## src/rtl/lin_sched_pkg.sv

```systemverilog
// Shared types and constants for the LIN master schedule engine.
// States, reserved frame identifiers and the layout of a schedule-table entry.
package lin_sched_pkg;

    typedef enum logic [3:0] {
        ST_IDLE,
        ST_LOAD,
        ST_HDR,
        ST_SLOT,
        ST_SLEEP_HDR,
        ST_SLEEP_SLOT,
        ST_SLEEPING,
        ST_DIAG_MRF,
        ST_DIAG_SRF
    } sched_state_t;

    // Reserved LIN identifiers: master request (also carries go-to-sleep) and slave response
    localparam logic [5:0] PID_MRF   = 6'h3C;
    localparam logic [5:0] PID_SRF   = 6'h3D;
    localparam logic [5:0] PID_SLEEP = 6'h3C;

    // Table entry layout: {slot_ticks[SLOT_W-1:0], pid[5:0]}
    localparam int ENT_PID_LSB  = 0;
    localparam int ENT_PID_W    = 6;
    localparam int ENT_SLOT_LSB = 6;

endpackage

```

## src/rtl/lin_bus_idle_mon.sv

```systemverilog
// Bus inactivity monitor: counts bit-time ticks since the last bus edge,
// saturating at INACTIVE, and raises a registered flag while saturated.
// Bus activity wins over a coincident tick and clears the count to zero.
module lin_bus_idle_mon #(
    parameter int INACTIVE = 30
) (
    input  logic clk,
    input  logic reset,
    input  logic tick,
    input  logic bus_activity,
    output logic bus_inactive
);

    localparam int CW = $clog2(INACTIVE + 1);
    localparam logic [CW-1:0] CNT_MAX = CW'(INACTIVE);

    logic [CW-1:0] r_cnt;
    logic [CW-1:0] w_cnt_next;
    logic          r_inactive;

    // Next count: clear on activity, otherwise step on tick until saturated
    always_comb begin
        w_cnt_next = r_cnt;
        if (bus_activity) begin
            w_cnt_next = '0;
        end else if (tick && (r_cnt != CNT_MAX)) begin
            w_cnt_next = r_cnt + CW'(1);
        end
    end

    // Counter and flag registers; the flag tracks the registered count
    always_ff @(posedge clk) begin
        if (reset) begin
            r_cnt      <= '0;
            r_inactive <= 1'b0;
        end else begin
            r_cnt      <= w_cnt_next;
            r_inactive <= (w_cnt_next == CNT_MAX);
        end
    end

    assign bus_inactive = r_inactive;

endmodule

```

## src/rtl/lin_master_sched.sv

```systemverilog
// LIN master schedule engine: walks a DEPTH-entry table, issuing one header
// per slot to the frame engine (valid/ready), supervises each response,
// counts frame errors, inserts go-to-sleep slots and monitors bus inactivity.
// Optional diagnostic MRF/SRF slot insertion is built when LIN_DIAG_EN is defined;
// otherwise diag_req is ignored and diag_busy is tied low.
module lin_master_sched
    import lin_sched_pkg::*;
#(
    parameter int DEPTH      = 16,
    parameter int AW         = $clog2(DEPTH),
    parameter int SLOT_W     = 10,
    parameter int INACTIVE   = 30,
    parameter int SLEEP_SLOT = 40
) (
    input  logic              clk,
    input  logic              reset,
    input  logic              tick,
    input  logic              cfg_we,
    input  logic [AW-1:0]     cfg_addr,
    input  logic [SLOT_W+5:0] cfg_wdata,
    input  logic [AW:0]       nb_of_frames,
    input  logic              en_schedule,
    input  logic              sleep_cmd,
    output logic              hdr_valid,
    output logic [5:0]        hdr_pid,
    output logic              hdr_sleep,
    input  logic              hdr_ready,
    input  logic              resp_done,
    input  logic              resp_error,
    input  logic              bus_activity,
    output logic              bus_inactive,
    output logic              sleeping,
    output logic [AW-1:0]     cur_index,
    output logic [7:0]        err_count,
    input  logic              diag_req,
    output logic              diag_busy
);

    localparam int NW = AW + 1;
    localparam logic [SLOT_W-1:0] SLEEP_LEN = SLOT_W'(SLEEP_SLOT);

    // Schedule table (contents survive reset) and its registered read port
    logic [SLOT_W+5:0] r_table [DEPTH];
    logic [SLOT_W+5:0] r_rd_data;

    sched_state_t      r_state;
    sched_state_t      w_state_next;
    logic [AW-1:0]     r_cur_index;
    logic [AW-1:0]     w_index_next;
    logic [5:0]        r_pid;
    logic [SLOT_W-1:0] r_slot_len;
    logic [SLOT_W-1:0] r_slot_cnt;
    logic [7:0]        r_err_count;
    logic              r_sleep_pend;
    logic              r_done_seen;
    logic              r_err_seen;
    logic              r_diag_phase;   // 0: inserted header pending, 1: inserted slot running

    logic              w_sleep_pend;
    logic              w_sleep_serve;
    logic              w_diag_req;
    logic              w_hdr_fire;
    logic              w_counting;
    logic              w_slot_end;
    logic              w_frame_err;
    logic              w_count_err;
    logic              w_run_ok;
    logic [AW:0]       w_idx_ext;
    logic [AW:0]       w_idx_inc;
    logic [AW-1:0]     w_idx_adv;
    logic [AW-1:0]     w_idx_fit;
    logic [SLOT_W-1:0] w_ent_slot;

`ifdef LIN_DIAG_EN
    assign w_diag_req = diag_req;
    assign diag_busy  = (r_state == ST_DIAG_MRF) || (r_state == ST_DIAG_SRF);
`else
    logic w_unused_diag;
    assign w_diag_req    = 1'b0;
    assign diag_busy     = 1'b0;
    assign w_unused_diag = diag_req;
`endif

    // A sleep request arriving in the deciding cycle is honoured immediately
    assign w_sleep_pend = r_sleep_pend | sleep_cmd;
    assign w_run_ok     = en_schedule && (nb_of_frames != '0);

    // Index arithmetic: advance with wrap, and clamp when the table was shortened
    assign w_idx_ext = {1'b0, r_cur_index};
    assign w_idx_inc = w_idx_ext + NW'(1);
    assign w_idx_adv = (w_idx_inc >= nb_of_frames) ? '0 : w_idx_inc[AW-1:0];
    assign w_idx_fit = (w_idx_ext >= nb_of_frames) ? '0 : r_cur_index;

    assign w_hdr_fire = hdr_valid && hdr_ready;
    assign w_counting = (r_state == ST_SLOT) || (r_state == ST_SLEEP_SLOT) ||
                        (((r_state == ST_DIAG_MRF) || (r_state == ST_DIAG_SRF)) && r_diag_phase);
    assign w_slot_end = w_counting && tick && (r_slot_cnt == SLOT_W'(1));

    // Response judgement includes pulses landing on the slot-end cycle itself
    assign w_frame_err = r_err_seen || resp_error || !(r_done_seen || resp_done);
    assign w_count_err = w_slot_end && w_frame_err &&
                         ((r_state == ST_SLOT) || (r_state == ST_DIAG_SRF));

    assign w_ent_slot = r_rd_data[ENT_SLOT_LSB +: SLOT_W];

    // Table write port, usable at any time
    always_ff @(posedge clk) begin
        if (cfg_we) begin
            r_table[cfg_addr] <= cfg_wdata;
        end
    end

    // Registered read addressed by the next index, so LOAD sees its own entry
    always_ff @(posedge clk) begin
        r_rd_data <= r_table[w_index_next];
    end

    // FSM state register
    always_ff @(posedge clk) begin
        if (reset) begin
            r_state <= ST_IDLE;
        end else begin
            r_state <= w_state_next;
        end
    end

    // Next-state, index update and header outputs
    always_comb begin
        w_state_next  = r_state;
        w_index_next  = r_cur_index;
        w_sleep_serve = 1'b0;
        hdr_valid     = 1'b0;
        hdr_pid       = '0;
        hdr_sleep     = 1'b0;
        sleeping      = 1'b0;
        case (r_state)
            ST_IDLE: begin
                if (w_sleep_pend) begin
                    w_state_next  = ST_SLEEP_HDR;
                    w_sleep_serve = 1'b1;
                end else if (w_run_ok) begin
                    w_state_next = ST_LOAD;
                    w_index_next = w_idx_fit;
                end
            end
            ST_LOAD: begin
                w_state_next = ST_HDR;
            end
            ST_HDR: begin
                hdr_valid = 1'b1;
                hdr_pid   = r_pid;
                if (hdr_ready) begin
                    w_state_next = ST_SLOT;
                end
            end
            ST_SLOT: begin
                if (w_slot_end) begin
                    w_index_next = w_idx_adv;
                    if (w_sleep_pend) begin
                        w_state_next  = ST_SLEEP_HDR;
                        w_sleep_serve = 1'b1;
                    end else if (w_diag_req) begin
                        w_state_next = ST_DIAG_MRF;
                    end else if (!w_run_ok) begin
                        w_state_next = ST_IDLE;
                    end else begin
                        w_state_next = ST_LOAD;
                    end
                end
            end
            ST_SLEEP_HDR: begin
                hdr_valid = 1'b1;
                hdr_pid   = PID_SLEEP;
                hdr_sleep = 1'b1;
                if (hdr_ready) begin
                    w_state_next = ST_SLEEP_SLOT;
                end
            end
            ST_SLEEP_SLOT: begin
                if (w_slot_end) begin
                    w_state_next = ST_SLEEPING;
                end
            end
            ST_SLEEPING: begin
                sleeping = 1'b1;
                if (bus_activity) begin
                    w_state_next = ST_IDLE;
                    w_index_next = '0;
                end
            end
            ST_DIAG_MRF: begin
                if (!r_diag_phase) begin
                    hdr_valid = 1'b1;
                    hdr_pid   = PID_MRF;
                end else if (w_slot_end) begin
                    w_state_next = ST_DIAG_SRF;
                end
            end
            ST_DIAG_SRF: begin
                if (!r_diag_phase) begin
                    hdr_valid = 1'b1;
                    hdr_pid   = PID_SRF;
                end else if (w_slot_end) begin
                    if (w_sleep_pend) begin
                        w_state_next  = ST_SLEEP_HDR;
                        w_sleep_serve = 1'b1;
                    end else if (!w_run_ok) begin
                        w_state_next = ST_IDLE;
                    end else begin
                        w_state_next = ST_LOAD;
                        w_index_next = w_idx_fit;
                    end
                end
            end
            default: begin
                w_state_next = ST_IDLE;
            end
        endcase
    end

    // Slot datapath: entry latch, slot counter, response flags, error count, requests
    always_ff @(posedge clk) begin
        if (reset) begin
            r_cur_index  <= '0;
            r_pid        <= '0;
            r_slot_len   <= '0;
            r_slot_cnt   <= '0;
            r_err_count  <= '0;
            r_sleep_pend <= 1'b0;
            r_done_seen  <= 1'b0;
            r_err_seen   <= 1'b0;
            r_diag_phase <= 1'b0;
        end else begin
            r_cur_index <= w_index_next;

            if (w_sleep_serve) begin
                r_sleep_pend <= 1'b0;
            end else if (sleep_cmd && (r_state != ST_SLEEPING)) begin
                r_sleep_pend <= 1'b1;
            end

            if (r_state == ST_LOAD) begin
                r_pid      <= r_rd_data[ENT_PID_LSB +: ENT_PID_W];
                r_slot_len <= (w_ent_slot == '0) ? SLOT_W'(1) : w_ent_slot;
            end

            if (w_hdr_fire) begin
                r_slot_cnt  <= (r_state == ST_SLEEP_HDR) ? SLEEP_LEN : r_slot_len;
                r_done_seen <= 1'b0;
                r_err_seen  <= 1'b0;
            end else if (w_counting) begin
                if (tick) begin
                    r_slot_cnt <= r_slot_cnt - SLOT_W'(1);
                end
                if (resp_done) begin
                    r_done_seen <= 1'b1;
                end
                if (resp_error) begin
                    r_err_seen <= 1'b1;
                end
            end

            if (w_count_err && (r_err_count != 8'hFF)) begin
                r_err_count <= r_err_count + 8'd1;
            end

            if (w_hdr_fire && ((r_state == ST_DIAG_MRF) || (r_state == ST_DIAG_SRF))) begin
                r_diag_phase <= 1'b1;
            end else if (w_slot_end) begin
                r_diag_phase <= 1'b0;
            end
        end
    end

    lin_bus_idle_mon #(
        .INACTIVE(INACTIVE)
    ) u_idle_mon (
        .clk         (clk),
        .reset       (reset),
        .tick        (tick),
        .bus_activity(bus_activity),
        .bus_inactive(bus_inactive)
    );

    assign cur_index = r_cur_index;
    assign err_count = r_err_count;

endmodule

```

## config.mk

```make
export PLATFORM = sky130hd
export DESIGN_NAME = lin_master_sched
export DESIGN_NICKNAME = d
export VERILOG_FILES = /design/src/rtl/lin_sched_pkg.sv /design/src/rtl/lin_bus_idle_mon.sv /design/src/rtl/lin_master_sched.sv
export SDC_FILE = /design/constraint.sdc
export NUM_CORES = 1
export LEC_CHECK = 0
export CORE_ASPECT_RATIO = 0.6
export CORE_MARGIN = 3
export CORE_UTILIZATION = 45
export DETAILED_ROUTE_END_ITERATION = 6
export MAX_ROUTING_LAYER = met4
export PLACE_DENSITY = 0.65
export SETUP_SLACK_MARGIN = 0.3
export SKIP_LAST_GASP = 1
export SYNTH_ARGS = -nofsm -noshare
export SYNTH_HDL_FRONTEND = slang
export SYNTH_SLANG_ARGS = --single-unit
```

## constraint.sdc

```tcl
create_clock -name clk -period 7.85 [get_ports clk]
set_input_delay 1.57 -clock clk [delete_from_list [all_inputs] [get_ports clk]]
set_output_delay 1.57 -clock clk [all_outputs]
set_load 0.02 [all_outputs]
```

* Word level (Yosys, flattened, before mapping)
Memory sizes are Yosys's and may differ from the RTL's. A register that Yosys moved wholly into a read port is not among the register bits. Index checks and enable logic that the tools add are counted.
Storage, ports and cells: register bits 52, latch bits 0, memory bits (writable) 256, bits in read-only memories 0, input port bits 36, output and inout port bits 23, word-level logic and storage cells 118, memories 1
Memory list:
- r_table | depth 16, width 16, read ports 1, clocked after memory_dff 1, write ports 1, line lin_master_sched.sv:43 | logic [SLOT_W+5:0] r_table [DEPTH];
Operators by class: add/subtract/negate cells 4, $mul 0, divide/modulo/power cells 0, $lt $le $gt $ge 2, eq/ne operators 21, shifts and indexed selects 0, multiplexer cells 44, bitwise gates (word level) 1, reduce and logical (&&, ||, !) cells 33
Operator list (count):
- two-way mux 4 bit | 18
- two-way mux 10 bit | 5
- case mux 4 bit (9 select lines) | 1
- case mux 6 bit (4 select lines) | 1
- == test 4 x 3 -> 1 bit, second input constant | 4
- case mux 4 bit (4 select lines) | 1
- != test 2 bit, second input constant | 7
- two-way mux 6 bit | 2
- logical AND 1 bit | 11
- two-way mux 1 bit | 11
- == test 10 x 1 -> 1 bit, second input constant | 1
- zero test 10 bit | 1
- two-way mux 5 bit | 2
- subtractor 10 x 1 -> 10 bit, second input constant | 1
- adder 8 x 1 -> 8 bit, second input constant | 1
- == test 4 x 2 -> 1 bit, second input constant | 2
- != test 8 bit, second input constant | 1
- AND reduction 8 bit | 1
- OR reduction 2 bit | 4
- logical OR 1 bit | 7
- AND reduction 2 bit | 3
- nonzero test 2 bit | 3
- adder 4 x 1 -> 5 bit, second input constant | 1
- adder 5 x 1 -> 5 bit, second input constant | 1
- other kinds (15) | 15

* Depth between registers and ports, before layout
depth in word-level cells 10, gate-level depth with buffers 15, gate-level depth less buffers 11

* By module
From an unflattened synthesis, not the netlist that was laid out.
Unflattened totals: cell total of the unflattened synthesis 935, area, all modules 13489.2 µm²
By module, submodules not included:
- lin_master_sched | instances 1, cells an instance 898, area each 13132.6 µm², seq. area each 8928.6 µm²
- lin_bus_idle_mon | instances 1, cells an instance 37, area each 356.6 µm², seq. area each 120.1 µm²

* Worst setup path after synthesis
Ideal clock, no wire load.
path kind input to register, from in nb_of_frames[3], to reg r_rd_data[5] (read register of r_table), setup time 0.134 ns, arrival time 4.116 ns, data required time 7.716 ns, setup slack 3.600 ns, cell stages on the path 12, path buffers 2, cells stage by stage inv_1 ha_1 a21oi_1 nand2_1 a2111oi_2 nand3_1 o211ai_1 buf_4 buf_2 mux2i_1 a221oi_1 or4_1
On the way: word-level cells in the longest chain between the ends 7, elaborated cells between the ends (all ways) 12, those cells by class 2 x order compare; 8 x mux; 2 x reduce/logical
Ends and longest elaborated chain:
- from (decl) | line lin_master_sched.sv:21 | input logic [AW:0] nb_of_frames,
- >= comparator 4 x 5 -> 1 bit or nonzero test 5 bit (tied branches) | line lin_master_sched.sv:92, lin_master_sched.sv:86
- two-way mux 4 bit or logical AND 1 bit (tied branches) | line lin_master_sched.sv:92, lin_master_sched.sv:86
- two-way mux 4 bit | line lin_master_sched.sv:141, lin_master_sched.sv:207
- two-way mux 4 bit | line lin_master_sched.sv:204 | if (w_sleep_pend) begin
- two-way mux 4 bit | line lin_master_sched.sv:203 | end else if (w_slot_end) begin
- two-way mux 4 bit | line lin_master_sched.sv:200 | if (!r_diag_phase) begin
- case mux 4 bit (4 select lines) * | line lin_master_sched.sv:136 | case (r_state)
- to (decl) | line lin_master_sched.sv:44 | logic [SLOT_W+5:0] r_rd_data;
Mark *: on every way between the ends. The rest lies on a longest branch, timed or not. A chain may end at the register's enable or synchronous reset.

* Worst setup path in the final report
from in nb_of_frames[3], to reg r_rd_data[12] (read register of r_table)
The elaborated chain is that of the path after synthesis.

==> impl_results.md <==
- Status: finished, final reports clean
- Die area: 31800 um2
- Cts repair resizes: 0
- Tmin final: 5.09 ns
- CTS Sinks: 324
- Yosys Warn Count: 0
- Layout Nets: 1101
- Synth unique cells: 62
- DRC Markers: 0
- Synth Flop Type: edfxtp_1
- Relative slew margins: 22.6%
- Crit. End Element: flop
- Met2 Resource Use GR: 28.3%
- HP Class: reg -> reg
- Initial antenna violation count: 3
- Met3 usage: 3.66%
- Post-synth EDFFs: 256
- GPL Wtd Cong: 0.836
- Vias/cell: 5.68
- CTS tree: yes
- Initial Util: 46.1%
- Syn avg cell area: 13.4 um2
- Final wirelength: 31000 um
- Max incr delay on CP: 0.73 ns
- # H-tree levels: 1
- First-pass GRT wire length: 47300 um
- Slew Limit Fails: 0
- Final core utilization: 53.4%
- CTS Hold Bufs: 0
- WHS Endpoint: r_pid[0]$_SDFFE_PP0N_
- CTS max path bufs: 3
- Synth Register Bits: 324
- Area grow syn2layout: 15.8%
- Reg2reg end: r_rd_data[12]$_DFF_P_
- CP arrival: 5.51 ns
- Fin Setup TNS: 0 ns
- R2R Setup Slk: 3.14 ns
- Crit path kind: in -> reg
- Hold wc startpoint: r_rd_data[0]$_DFF_P_
- Worst vdd ir: 0.000184 V
- Die height: 139 um
- R2r startpoint: cur_index[2]$_SDFF_PP0_
- Clock slew at reported path FFs: 0.06 ns
- Pin count of the biggest net entering global routing: 129
- Final Hold Fails: 0
- CTS Root Cell: clkbuf_16
- Mapped Cells: 994
- Asr flop ratio synth: 0%
- Busiest layer in global routing: met1
- TritonRoute pass-1 iters: 5
- Routed Antenna Nets: 0
- Ports: 59
- Unrepaired setup endpoints after global routing: false
- Total congestion overflow: 0
- Core footprint: 28900 um2
- Die outline width: 228 um
- GR Util All Layers: 19.8%
- Fraction of layout cells with a size suffix above 1: 10.1%
- Static Leak: 0.00488 uW
- Final setup violation count: 0
- Hpwl dp: 18400 um
- Fmax achieved: 196 MHz
- Worst setup SP type: input pin
- Worst path bufs/invs: 3
- Least-Margin Pin Slew: 1.16 ns
- Reg2Reg Depth: 12
- Worst Hold Path Cells: 2
- Port bufs: 56
- Rows: 48
- Routed length per instance: 21.0 um
- Drt initial violations: 697
- Vias in the first global route: 7881
- Syn Nets: 1045
- Cts bufs inserted: 30
- Fin crit share: 64.8%
- Via Count: 8382
- Critical Path RT: 8.27 ns
- Setup repair bufs after CTS: 0
- CP max-delay cell: a2111oi_2
- Clock Latency Late Sink: 0.56 ns
- Pwr Density: 256 nW/um2
- Cell Area, Synth: 13300 um2
- Register area share after synthesis: 67.9%
- Max-cap violations: 0
- CP top delay family: compound AO/OA/AOI/OAI gates
- Cells along the critical path: clkdlybuf4s50_1 -> inv_1 -> ha_1 -> a21oi_1 -> nand2_1 -> a2111oi_2 -> nand3_1 -> o211ai_1 -> buf_12 -> mux2i_1 -> o22ai_1 -> or4_1
- GRT met1 Usage: 30.0%
- CP Max Fanout: 128
- Worst Skew: 0.0195 ns
==> report_power, final <==
part	internal (uW)	switching, uW	total, uW
combinational	158	264	423
clock	942	615	1560
sequential	1920	59.8	1980
==> flip-flops by register name (all words and copies together) (netlist names) <==
| register | count |
|---|---|
| r_pid | 6 |
| r_state | 4 |
| r_diag_phase | 1 |
| err_count | 8 |
| r_slot_cnt | 10 |
| u_idle_mon.bus_inactive | 1 |
| r_sleep_pend | 1 |
| cur_index | 4 |
| r_rd_data | 16 |
| r_done_seen | 1 |
| r_err_seen | 1 |
| u_idle_mon.r_cnt | 5 |
| r_slot_len | 10 |
| r_table | 256 |
==> cells by family (layout without fill, tap and decap cells) <==
family / count (synthesis) / count (layout) / share of synthesized area, %
adders and majority gates: 15 / 15 / 1.41
muxes: 81 / 81 / 6.08
other: 1 / 4 / 0.0281
buffers and inverters: 73 / 153 / 2.62
xor gates and xnor gates: 21 / 21 / 1.38
and+or+nand+nor: 259 / 259 / 9.36
DFF: 324 / 324 / 67.9
AOI/OAI and AO/OA: 220 / 220 / 11.3
==> cell usage after synthesis (3+ instances only) <==
cell	count	area, um2
or4_1	17	128
and3_1	8	50.1
a21oi_1	94	470
a31oi_1	6	37.5
nor2b_1	5	31.3
nand3_1	15	75.1
o211a_1	3	30.0
nand2b_1	10	62.6
clkbuf_1	32	120
ha_1	15	188
inv_1	18	67.6
buf_2	9	45.0
nor3_1	23	115
a221oi_1	48	420
nand2_1	109	409
nand3b_1	5	37.5
dfxtp_1	68	1360
xor2_1	11	96.3
or2_2	3	18.8
mux2i_1	81	811
o211ai_1	5	37.5
edfxtp_1	256	7690
o22ai_1	17	106
a211oi_1	11	82.6
buf_4	7	52.6
nor4_1	3	18.8
o21ai_0	13	65.1
nand4_1	5	31.3
buf_6	5	56.3
xnor2_1	10	87.6
nor2_1	45	169
==> final cells by class <==
type	instances	area (um2)
repair buffers	79	741
inverters	18	67.6
well taps	400	500
flip-flops and latches	324	9050
clock inverters	14	201
fillers	2430	13500
clock buffers	42	877
multi-input cells	597	4000
diodes	3	7.51
==> stage by stage <==
stage                     setup slack, ns  total power (uW)  instance area, um2  std cells  hold WS (ns)
after floorplan                      3.60              2280               13300        994         0.417
after global placement               2.28              2430               14400       1418         0.430
after detailed placement             2.27              2430               14400       1418         0.432
after CTS                            2.83              3990               15400       1474         0.448
after global routing                 2.55              4120               15400       1477         0.456
final                                2.76              3960               15400       1477         0.444
==> metal layers <==
layer	wire length (um)	share of wire, %
met1	15000	48
met3	2260	7.3
met5	0	0
met2	13400	43
met4	329	1.1
==> cell usage in the layout (no fill, tap or decap), drive strengths merged, types with 3 or more instances in the layout <==
cell type and count:
edfxtp 256, nand2 109, a21oi 94, mux2i 81
dfxtp 68, clkdlybuf4s50 55, a221oi 48, nor2 45
clkbuf 42, buf 24, nor3 24, inv 18
or4 18, o22ai 17, nand3 15, ha 15
o21ai 15, a211oi 11, xor2 11, nand2b 10
xnor2 10, and3 8, a31oi 8, o211ai 7
clkinv 6, nand3b 5, nor2b 5, nand4 5
bufinv 5, diode 3, nor4 3, or2 3
o211a 3, clkinvlp 3
==> tightest hold or removal path: stages (launching register included) <==
cell	delay, ns
dfxtp_1	0.30
nand2_1	0.05
a21oi_1	0.05
==> worst max path at each step <==
| stage | depth (start not counted) | from | end |
|---|---|---|---|
| floorplan | 12 | nb_of_frames[3] | r_rd_data[5]$_DFF_P_ |
| global placement | 12 | nb_of_frames[3] | r_rd_data[12]$_DFF_P_ |
| detailed placement | 12 | nb_of_frames[3] | r_rd_data[12]$_DFF_P_ |
| CTS | 12 | nb_of_frames[3] | r_rd_data[12]$_DFF_P_ |
| global route | 12 | nb_of_frames[3] | r_rd_data[12]$_DFF_P_ |
| finish | 12 | nb_of_frames[3] | r_rd_data[12]$_DFF_P_ |
Power figures use the tool's default switching activity.
